===== src/rtl/mips_pkg.sv =====
// Shared encodings and instruction-field positions for the multicycle MIPS datapath.
package mips_pkg;

    localparam logic [2:0] ALU_ADD = 3'b010;
    localparam logic [2:0] ALU_SUB = 3'b110;
    localparam logic [2:0] ALU_AND = 3'b000;
    localparam logic [2:0] ALU_OR  = 3'b001;
    localparam logic [2:0] ALU_SLT = 3'b111;
    localparam logic [2:0] ALU_NOR = 3'b100;

    localparam logic [1:0] PC_SRC_ALU    = 2'b00;
    localparam logic [1:0] PC_SRC_ALUOUT = 2'b01;
    localparam logic [1:0] PC_SRC_JUMP   = 2'b10;
    localparam logic [1:0] PC_SRC_HOLD   = 2'b11;

    localparam logic [1:0] SRCB_B      = 2'b00;
    localparam logic [1:0] SRCB_FOUR   = 2'b01;
    localparam logic [1:0] SRCB_IMM    = 2'b10;
    localparam logic [1:0] SRCB_IMM_SH = 2'b11;

    localparam int unsigned OP_MSB    = 31;
    localparam int unsigned OP_LSB    = 26;
    localparam int unsigned RS_LSB    = 21;
    localparam int unsigned RT_LSB    = 16;
    localparam int unsigned RD_LSB    = 11;
    localparam int unsigned IMM_MSB   = 15;
    localparam int unsigned JADDR_MSB = 25;
    localparam int unsigned FUNCT_MSB = 5;
    localparam int unsigned FUNCT_LSB = 0;

endpackage


===== src/rtl/mips_regfile_p.sv =====
// Register file: two asynchronous read ports, one synchronous write port, r0 reads zero.
module mips_regfile_p #(
    parameter int unsigned WIDTH = 32,
    parameter int unsigned NREG  = 32
) (
    input  logic                    clk,
    input  logic                    reset,
    input  logic                    we,
    input  logic [$clog2(NREG)-1:0] ra1,
    input  logic [$clog2(NREG)-1:0] ra2,
    input  logic [$clog2(NREG)-1:0] wa,
    input  logic [WIDTH-1:0]        wd,
    output logic [WIDTH-1:0]        rd1,
    output logic [WIDTH-1:0]        rd2
);

    logic [WIDTH-1:0] regs_q [NREG];

    always_ff @(posedge clk or posedge reset) begin
        if (reset) begin
            for (int i = 0; i < int'(NREG); i++) begin
                regs_q[i] <= '0;
            end
        end else if (we && (wa != '0)) begin
            regs_q[wa] <= wd;
        end
    end

    assign rd1 = (ra1 == '0) ? '0 : regs_q[ra1];
    assign rd2 = (ra2 == '0) ? '0 : regs_q[ra2];

endmodule


===== src/rtl/mips_datapath_p.sv =====
// Parametrised multicycle MIPS datapath: PC/IR/Data/A/B/ALUOut, register file and inline ALU,
// steered by an external multicycle controller.
module mips_datapath_p
    import mips_pkg::*;
#(
    parameter int unsigned      WIDTH    = 32,
    parameter int unsigned      NREG     = 32,
    parameter logic [WIDTH-1:0] RESET_PC = '0
) (
    input  logic             clk,
    input  logic             reset,
    input  logic             IorD,
    input  logic             ALUSrcA,
    input  logic [1:0]       ALUSrcB,
    input  logic [2:0]       ALUControl,
    input  logic [1:0]       PCSrc,
    input  logic             PCWrite,
    input  logic             Branch,
    input  logic             IRWrite,
    input  logic             RegDst,
    input  logic             MemtoReg,
    input  logic             RegWrite,
    input  logic             MemWrite,
    input  logic [31:0]      RD,
    output logic [5:0]       OP,
    output logic [5:0]       Funct,
    output logic [WIDTH-1:0] Adr,
    output logic [WIDTH-1:0] WD,
    output logic             WE,
    output logic             ZeroQ,
    output logic             Overflow
);

    localparam int unsigned AW = $clog2(NREG);

    logic [WIDTH-1:0] pc_q, pc_d;
    logic [31:0]      ir_q;
    logic [WIDTH-1:0] data_q, a_q, b_q, aluout_q;
    logic             zero_q, ovf_q;

    logic [WIDTH-1:0] rd1, rd2, sign_imm, jump_target;
    logic [WIDTH-1:0] src_a, src_b, alu_res, reg_wd;
    logic [AW-1:0]    reg_wa;
    logic             zero, ovf, pc_en;

    assign sign_imm    = WIDTH'($signed(ir_q[IMM_MSB:0]));
    assign jump_target = {pc_q[WIDTH-1:28], ir_q[JADDR_MSB:0], 2'b00};

    assign reg_wa = RegDst ? ir_q[RD_LSB +: AW] : ir_q[RT_LSB +: AW];
    assign reg_wd = MemtoReg ? data_q : aluout_q;

    mips_regfile_p #(
        .WIDTH(WIDTH),
        .NREG (NREG)
    ) u_regfile (
        .clk  (clk),
        .reset(reset),
        .we   (RegWrite),
        .ra1  (ir_q[RS_LSB +: AW]),
        .ra2  (ir_q[RT_LSB +: AW]),
        .wa   (reg_wa),
        .wd   (reg_wd),
        .rd1  (rd1),
        .rd2  (rd2)
    );

    always_comb begin
        src_a = ALUSrcA ? a_q : pc_q;
        src_b = b_q;
        case (ALUSrcB)
            SRCB_B:      src_b = b_q;
            SRCB_FOUR:   src_b = WIDTH'(4);
            SRCB_IMM:    src_b = sign_imm;
            SRCB_IMM_SH: src_b = {sign_imm[WIDTH-3:0], 2'b00};
            default:     src_b = b_q;
        endcase
    end

    always_comb begin
        alu_res = '0;
        ovf     = 1'b0;
        case (ALUControl)
            ALU_ADD: begin
                alu_res = src_a + src_b;
                ovf = (src_a[WIDTH-1] == src_b[WIDTH-1]) && (alu_res[WIDTH-1] != src_a[WIDTH-1]);
            end
            ALU_SUB: begin
                alu_res = src_a - src_b;
                ovf = (src_a[WIDTH-1] != src_b[WIDTH-1]) && (alu_res[WIDTH-1] != src_a[WIDTH-1]);
            end
            ALU_AND: alu_res = src_a & src_b;
            ALU_OR:  alu_res = src_a | src_b;
            ALU_SLT: alu_res = WIDTH'($signed(src_a) < $signed(src_b));
            ALU_NOR: alu_res = ~(src_a | src_b);
            default: alu_res = '0;
        endcase
    end

    assign zero  = (alu_res == '0);
    assign pc_en = PCWrite | (Branch & zero);

    always_comb begin
        pc_d = pc_q;
        case (PCSrc)
            PC_SRC_ALU:    pc_d = alu_res;
            PC_SRC_ALUOUT: pc_d = aluout_q;
            PC_SRC_JUMP:   pc_d = jump_target;
            PC_SRC_HOLD:   pc_d = pc_q;
            default:       pc_d = pc_q;
        endcase
    end

    always_ff @(posedge clk or posedge reset) begin
        if (reset) begin
            pc_q     <= RESET_PC;
            ir_q     <= '0;
            data_q   <= '0;
            a_q      <= '0;
            b_q      <= '0;
            aluout_q <= '0;
            zero_q   <= 1'b0;
            ovf_q    <= 1'b0;
        end else begin
            if (pc_en) pc_q <= pc_d;
            if (IRWrite) ir_q <= RD;
            data_q   <= WIDTH'(RD);
            a_q      <= rd1;
            b_q      <= rd2;
            aluout_q <= alu_res;
            zero_q   <= zero;
            ovf_q    <= ovf;
        end
    end

    assign OP       = ir_q[OP_MSB:OP_LSB];
    assign Funct    = ir_q[FUNCT_MSB:FUNCT_LSB];
    assign Adr      = IorD ? aluout_q : pc_q;
    assign WD       = b_q;
    assign WE       = MemWrite;
    assign ZeroQ    = zero_q;
    assign Overflow = ovf_q;

endmodule


===== config.mk =====
export PLATFORM = sky130hd
export DESIGN_NAME = mips_datapath_p
export DESIGN_NICKNAME = d
export VERILOG_FILES = /design/src/rtl/mips_pkg.sv /design/src/rtl/mips_regfile_p.sv /design/src/rtl/mips_datapath_p.sv
export SDC_FILE = /design/constraint.sdc
export NUM_CORES = 2
export LEC_CHECK = 0
export BUFFER_PORTS_ARGS = -buffer_cell sky130_fd_sc_hd__buf_4
export CAP_MARGIN = 10
export CORE_MARGIN = 1.5
export CORE_UTILIZATION = 55
export DETAILED_ROUTE_END_ITERATION = 8
export PLACE_DENSITY = 0.71
export REMOVE_ABC_BUFFERS = 1
export SYNTH_ARGS = -nofsm -noshare
export SYNTH_HDL_FRONTEND = slang
export SYNTH_SLANG_ARGS = --single-unit

===== constraint.sdc =====
create_clock -name clk -period 46 [get_ports clk]
set_input_delay 2.3 -clock clk [delete_from_list [all_inputs] [get_ports clk]]
set_output_delay 2.3 -clock clk [all_outputs]
set_load 0.01 [all_outputs]

[Yosys cells after proc, flatten, opt, wreduce, memory -nomap -nowiden]
Cells that the tools add are included.
Storage, ports and cells
  bits in registers: 1218
  bits of input ports: 50
  output and inout port bits: 79
  word-level logic and storage cells: 105
Operators by class
  add/sub/neg operators: 2
  $lt $le $gt $ge: 5
  equal/unequal tests: 15
  muxes and demuxes: 19
  bitwise operators: 10
  reductions and logical operators: 13
Operator list (number)
  bitwise mux 1024 bit: 1
  binary-select mux 32 bit (select 5 bit): 2
  2-to-1 mux 32 bit: 10
  case mux 32 bit (6 select lines): 1
  demux 32 bit (select 5 bit): 1
  case mux 32 bit (4 select lines): 1
  case mux 32 bit (3 select lines): 1
  adder 32 bit: 1
  bitwise AND 32 bit: 1
  logical NOT 32 bit: 1
  less-than comparator 32 bit: 1
  inverter 32 bit: 1
  bitwise OR 32 bit: 1
  subtractor 32 bit: 1
  >= comparator 6 bit, second input constant: 3
  inverter 5 -> 6 bit: 3
  logical NOT 5 bit: 2
  == test 3 bit, second input constant: 3
  == test 2 bit, second input constant: 4
  less-than comparator 6 x 1 -> 1 bit, second input constant: 1
  2-to-1 mux 5 bit: 1
  nonzero test 5 bit: 1
  == test 2 x 1 -> 1 bit, second input constant: 2
  logical AND 1 bit: 4
  other kinds (12): 16

[Logic depth before layout (Yosys ltp)]
  depth in word-level cells: 9
  depth in mapped cells: 21

[Cells and area by module]
Synthesis repeated with hierarchy kept, for this count alone.
Second synthesis, totals
  cell total of the unflattened synthesis: 5192
  area total of the unflattened synthesis: 68524.5 um^2
By module, submodules not included
  mips_regfile_p: times used 1, cells each 3717, area each 54534.8 um^2, seq. area each 25624.6 um^2
  mips_datapath_p: times used 1, cells each 1475, area each 13989.7 um^2, seq. area each 4854.7 um^2

[Least setup slack after synthesis]
No wires, ideal clock.
  path kind: input-to-reg
  start point: in ALUSrcB[1]
  end point: reg pc_q[10]
  setup time: 0.125 ns
  data arrival time: 7.239 ns
  data required time: 45.875 ns
  slack: 38.636 ns
  stages on the path: 19
  cells stage by stage: clkbuf_1 clkbuf_1 mux2i_1 nor2_1 ha_1 fa_1 a21o_1 a221o_1 a41oi_4 a2111oi_2 a2111oi_4 o311a_1 a221oi_1 nor4b_1 nand4bb_1 nor4_2 a41o_2 buf_12 mux2_4
Between the ends
  cells in the longest elaborated chain, start to end: 9
  elaborated cells on any way between the ends: 17
RTL lines
  start: declaration: line mips_datapath_p.sv:14  | input logic [1:0] ALUSrcB,
  == test 2 bit (tied with other cells): line mips_datapath_p.sv:70  | case (ALUSrcB)
  case mux 32 bit (4 select lines) *: line mips_datapath_p.sv:70
  branches (longest 2 deep; another with subtractor 32 bit)
  case mux 32 bit (6 select lines) *: line mips_datapath_p.sv:82  | case (ALUControl)
  logical NOT 32 bit: line mips_datapath_p.sv:99  | assign zero = (alu_res == '0);
  bitwise AND 1 bit: line mips_datapath_p.sv:100  | assign pc_en = PCWrite | (Branch & zero);
  bitwise OR 1 bit: line mips_datapath_p.sv:100
  AND reduction 2 bit (no source line)
  end signal: assignment: line mips_datapath_p.sv:124  | if (pc_en) pc_q <= pc_d;
  end: declaration: line mips_datapath_p.sv:36  | logic [WIDTH-1:0] pc_q, pc_d;
Every way passes the cells marked *.
A chain may end at the register's enable or synchronous reset.

[Worst setup path after layout]
  start point: in ALUSrcB[1]
  end point: reg pc_q[27]
The elaborated chain is that of the path after synthesis.

==> metrics <==
Post-Syn Area per Cell roughly 11 um2; initial core utilization 55.6%; via count 51500; clk root buf clkbuf_16; r2r startpoint ir_q[15]; Yosys reg bits 1218; Placeable Area 118000 um2; first-pass GRT wire length 337 mm; final setup fails 0; CTS tree done; Final period util 18.2%; worst endpoint data arrival time 9030 ps; antenna viol nets, final 0; postcts setup bufs 0; CTS resizes 0; flop2flop setup slack between 30000 and 40000 ps; combinational group share of total power 37.8%; CP startpoint kind input port; Final Hold Vio Count 0; fin. max-slew vios 0; Clock Skews 23.4 ps; antenna violations before repair 8; commonest non-fill, non-tap cell in the layout dfrtp_1; Slew @ Worst Pin 1310 ps; Total Neg Setup Slack 0 ps; die area 122000 um2; Fin Hold WS roughly 390 ps; All-Layer GR Usage 37.7%; reg2reg end pc_q[27]; Max Buffers Root-to-Sink 3; Leakage between 30 and 40 nW; most frequent cells in the layout 1208 x dfrtp_1, 1136 x nor2_1, 1098 x a21oi_1; WL/cell 30.6 um; yosys warns 0; CP required 46650 ps; Post-synth EDFFs 0; 1st-iter DRT viols 6550; Clk pwr share 22.5%; DR pass1 iterations 6; synthesized instance count 5932; dpl hpwl 138 mm; ys flop type dfrtp_1; distinct cell type count of the synthesized netlist 97; Peak supply drop 0.0000435 V; Non-Filler Instances 7429; Worst Setup SP ALUSrcB[1]; Buffers on Ports 126; # hold bufs at CTS 0; pin count of the biggest net entering global routing 179; crit path capture pc_q[27]; R2R depth 17; Tmin final 8380 ps; fmax about 0.12 GHz; async set or reset register ratio after synthesis 100%; # DRC 0; relative slew slack 12.5%; Netlist Area Pre-Place 65800 um2; Final Net Count 5877; site row count 126; vias per cell just under 7; sw frac 36.8%; clk_lat worst skew just under 800 ps; critical path peak fanout 32; Routed WL 227 mm; net switching power 0.00186 W; vias in the first global route 51100; Overflow after GRT 0; Die Span Y 349 um; run status complete, no violations; layout cells sized above 1 22.3%; placed cells 7185; htree depth 4; Post-Route Utilization 61.3%; critical setup path kind in -> reg; Int Power 0.00319 W; Fill cells approximately 9200; maxcap violations 0; CTS Sinks 1218; Num CTS Buffers around 130; Chip Width 349 um; P&R area growth vs syn 10.1%; Pwr per Cell Area around 70 nW/um2; Sequential Power Share 39.7%; Setup crit end kind flop; IO Pins 129; Hold Path Class reg -> reg; routability cong. 0.986; Seq/Total Area, Yosys 46.3%; CTS clk-pin slew, worst paths 60 ps; RSZ-0062 raised after global routing false
[Yosys cell counts (all sizes together) (16+ instances only)]
library cell	number	area, um2
dfrtp	1218	30500
nor2	1171	4400
a21oi	1100	5510
mux4	563	12700
clkbuf	477	1790
mux2i	193	1930
mux2	145	1730
buf	121	586
inv	111	417
ha	106	1330
nand2	100	375
o21ai	87	435
nor3	37	190
o22ai	35	219
o221ai	34	298
a221oi	33	307
a21o	32	240
o211ai	28	210
a22oi	25	188
a211oi	19	143
nand3	19	95.1
nand4	16	100
o31ai	16	125
[area by class of cell]
cell class,instances,area [um2],share of cell area [%]
clock buffers,191,3950,5.45
repair buffers,251,1970,2.72
diodes,5,12.5,0.0173
inverters,112,428,0.590
well taps,1600,2000,2.76
multi-input cells,4004,33000,45.4
clock inverters,48,684,0.944
flip-flops and latches,1218,30500,42.1
[metal layers]
| layer | global-route usage (%) | vias up | wire length, um |
|---|---|---|---|
| met1 | 52.3 | 26200 | 87000 |
| met5 | 0 | - | 13 |
| li1 | - | 21300 | - |
| met2 | 54.7 | 3356 | 99700 |
| met3 | 9.93 | 696 | 27600 |
| met4 | 20.0 | 2 | 13100 |
[power by group through the flow]
stage	Clock, W	Combinational (W)	Sequential (W)
after floorplan	0	0.00144	0.00189
after global placement	0	0.00182	0.00196
after detailed placement	0	0.00187	0.00199
after CTS	0.00115	0.00188	0.00199
after global routing	0.00119	0.00206	0.00206
final	0.00114	0.00191	0.00201
[worst max-delay path, stage by stage]
cell and delay, ps:
buf_4 370, and2_0 890, nand2_1 110, o21ai_0 200, ha_1 390, nor2b_1 190
a2111oi_1 730, nor2_1 140, a221o_1 380, a21oi_1 260, nand4b_1 190, or4_1 540
nor3_1 250, nand4_1 220, nor4_2 560, a41o_2 280, buf_4 570, mux2_2 420
[logic make-up after synthesis]
group                      after synthesis  share of synthesized area, %
buffers and inverters                  710                          4.25
muxes                                  901                          24.8
DFF                                   1218                          46.3
and+or+nand+nor                       1437                          8.87
xor gates and xnor gates                10                         0.133
adders and majority gates              108                          2.08
AOI/OAI and AO/OA                     1548                          13.6
[through the flow]
step                power (W)  setup WS [ps]  cell area [um2]
floorplan             0.00333           9380            63500
global placement      0.00378          37050            67900
detailed placement    0.00386          37030            67900
CTS                   0.00502          37810            72500
global route          0.00531          37440            72500
finish                0.00506          37620            72500
[flip-flops by register name, indices dropped and copies added (netlist names)]
| name | flops |
|---|---|
| Overflow | 1 |
| WD | 32 |
| ZeroQ | 1 |
| a_q | 32 |
| aluout_q | 32 |
| data_q | 32 |
| ir_q | 32 |
| pc_q | 32 |
| u_regfile.regs_q | 1024 |
[worst min path at each step]
stage | startpoint | end | slack [ps] | depth (start not counted)
6_report | u_regfile.regs_q[1023] | u_regfile.regs_q[1023] | 390 | 0
5_1_grt | u_regfile.regs_q[998] | u_regfile.regs_q[998] | 400 | 0
4_1_cts | u_regfile.regs_q[1013] | u_regfile.regs_q[1013] | 400 | 0
3_5_place_dp | u_regfile.regs_q[993] | u_regfile.regs_q[993] | 380 | 0
3_3_place_gp | u_regfile.regs_q[1009] | u_regfile.regs_q[1009] | 380 | 0
2_1_floorplan | u_regfile.regs_q[1000] | u_regfile.regs_q[1000] | 370 | 0
(Power assumes the default switching activity.)
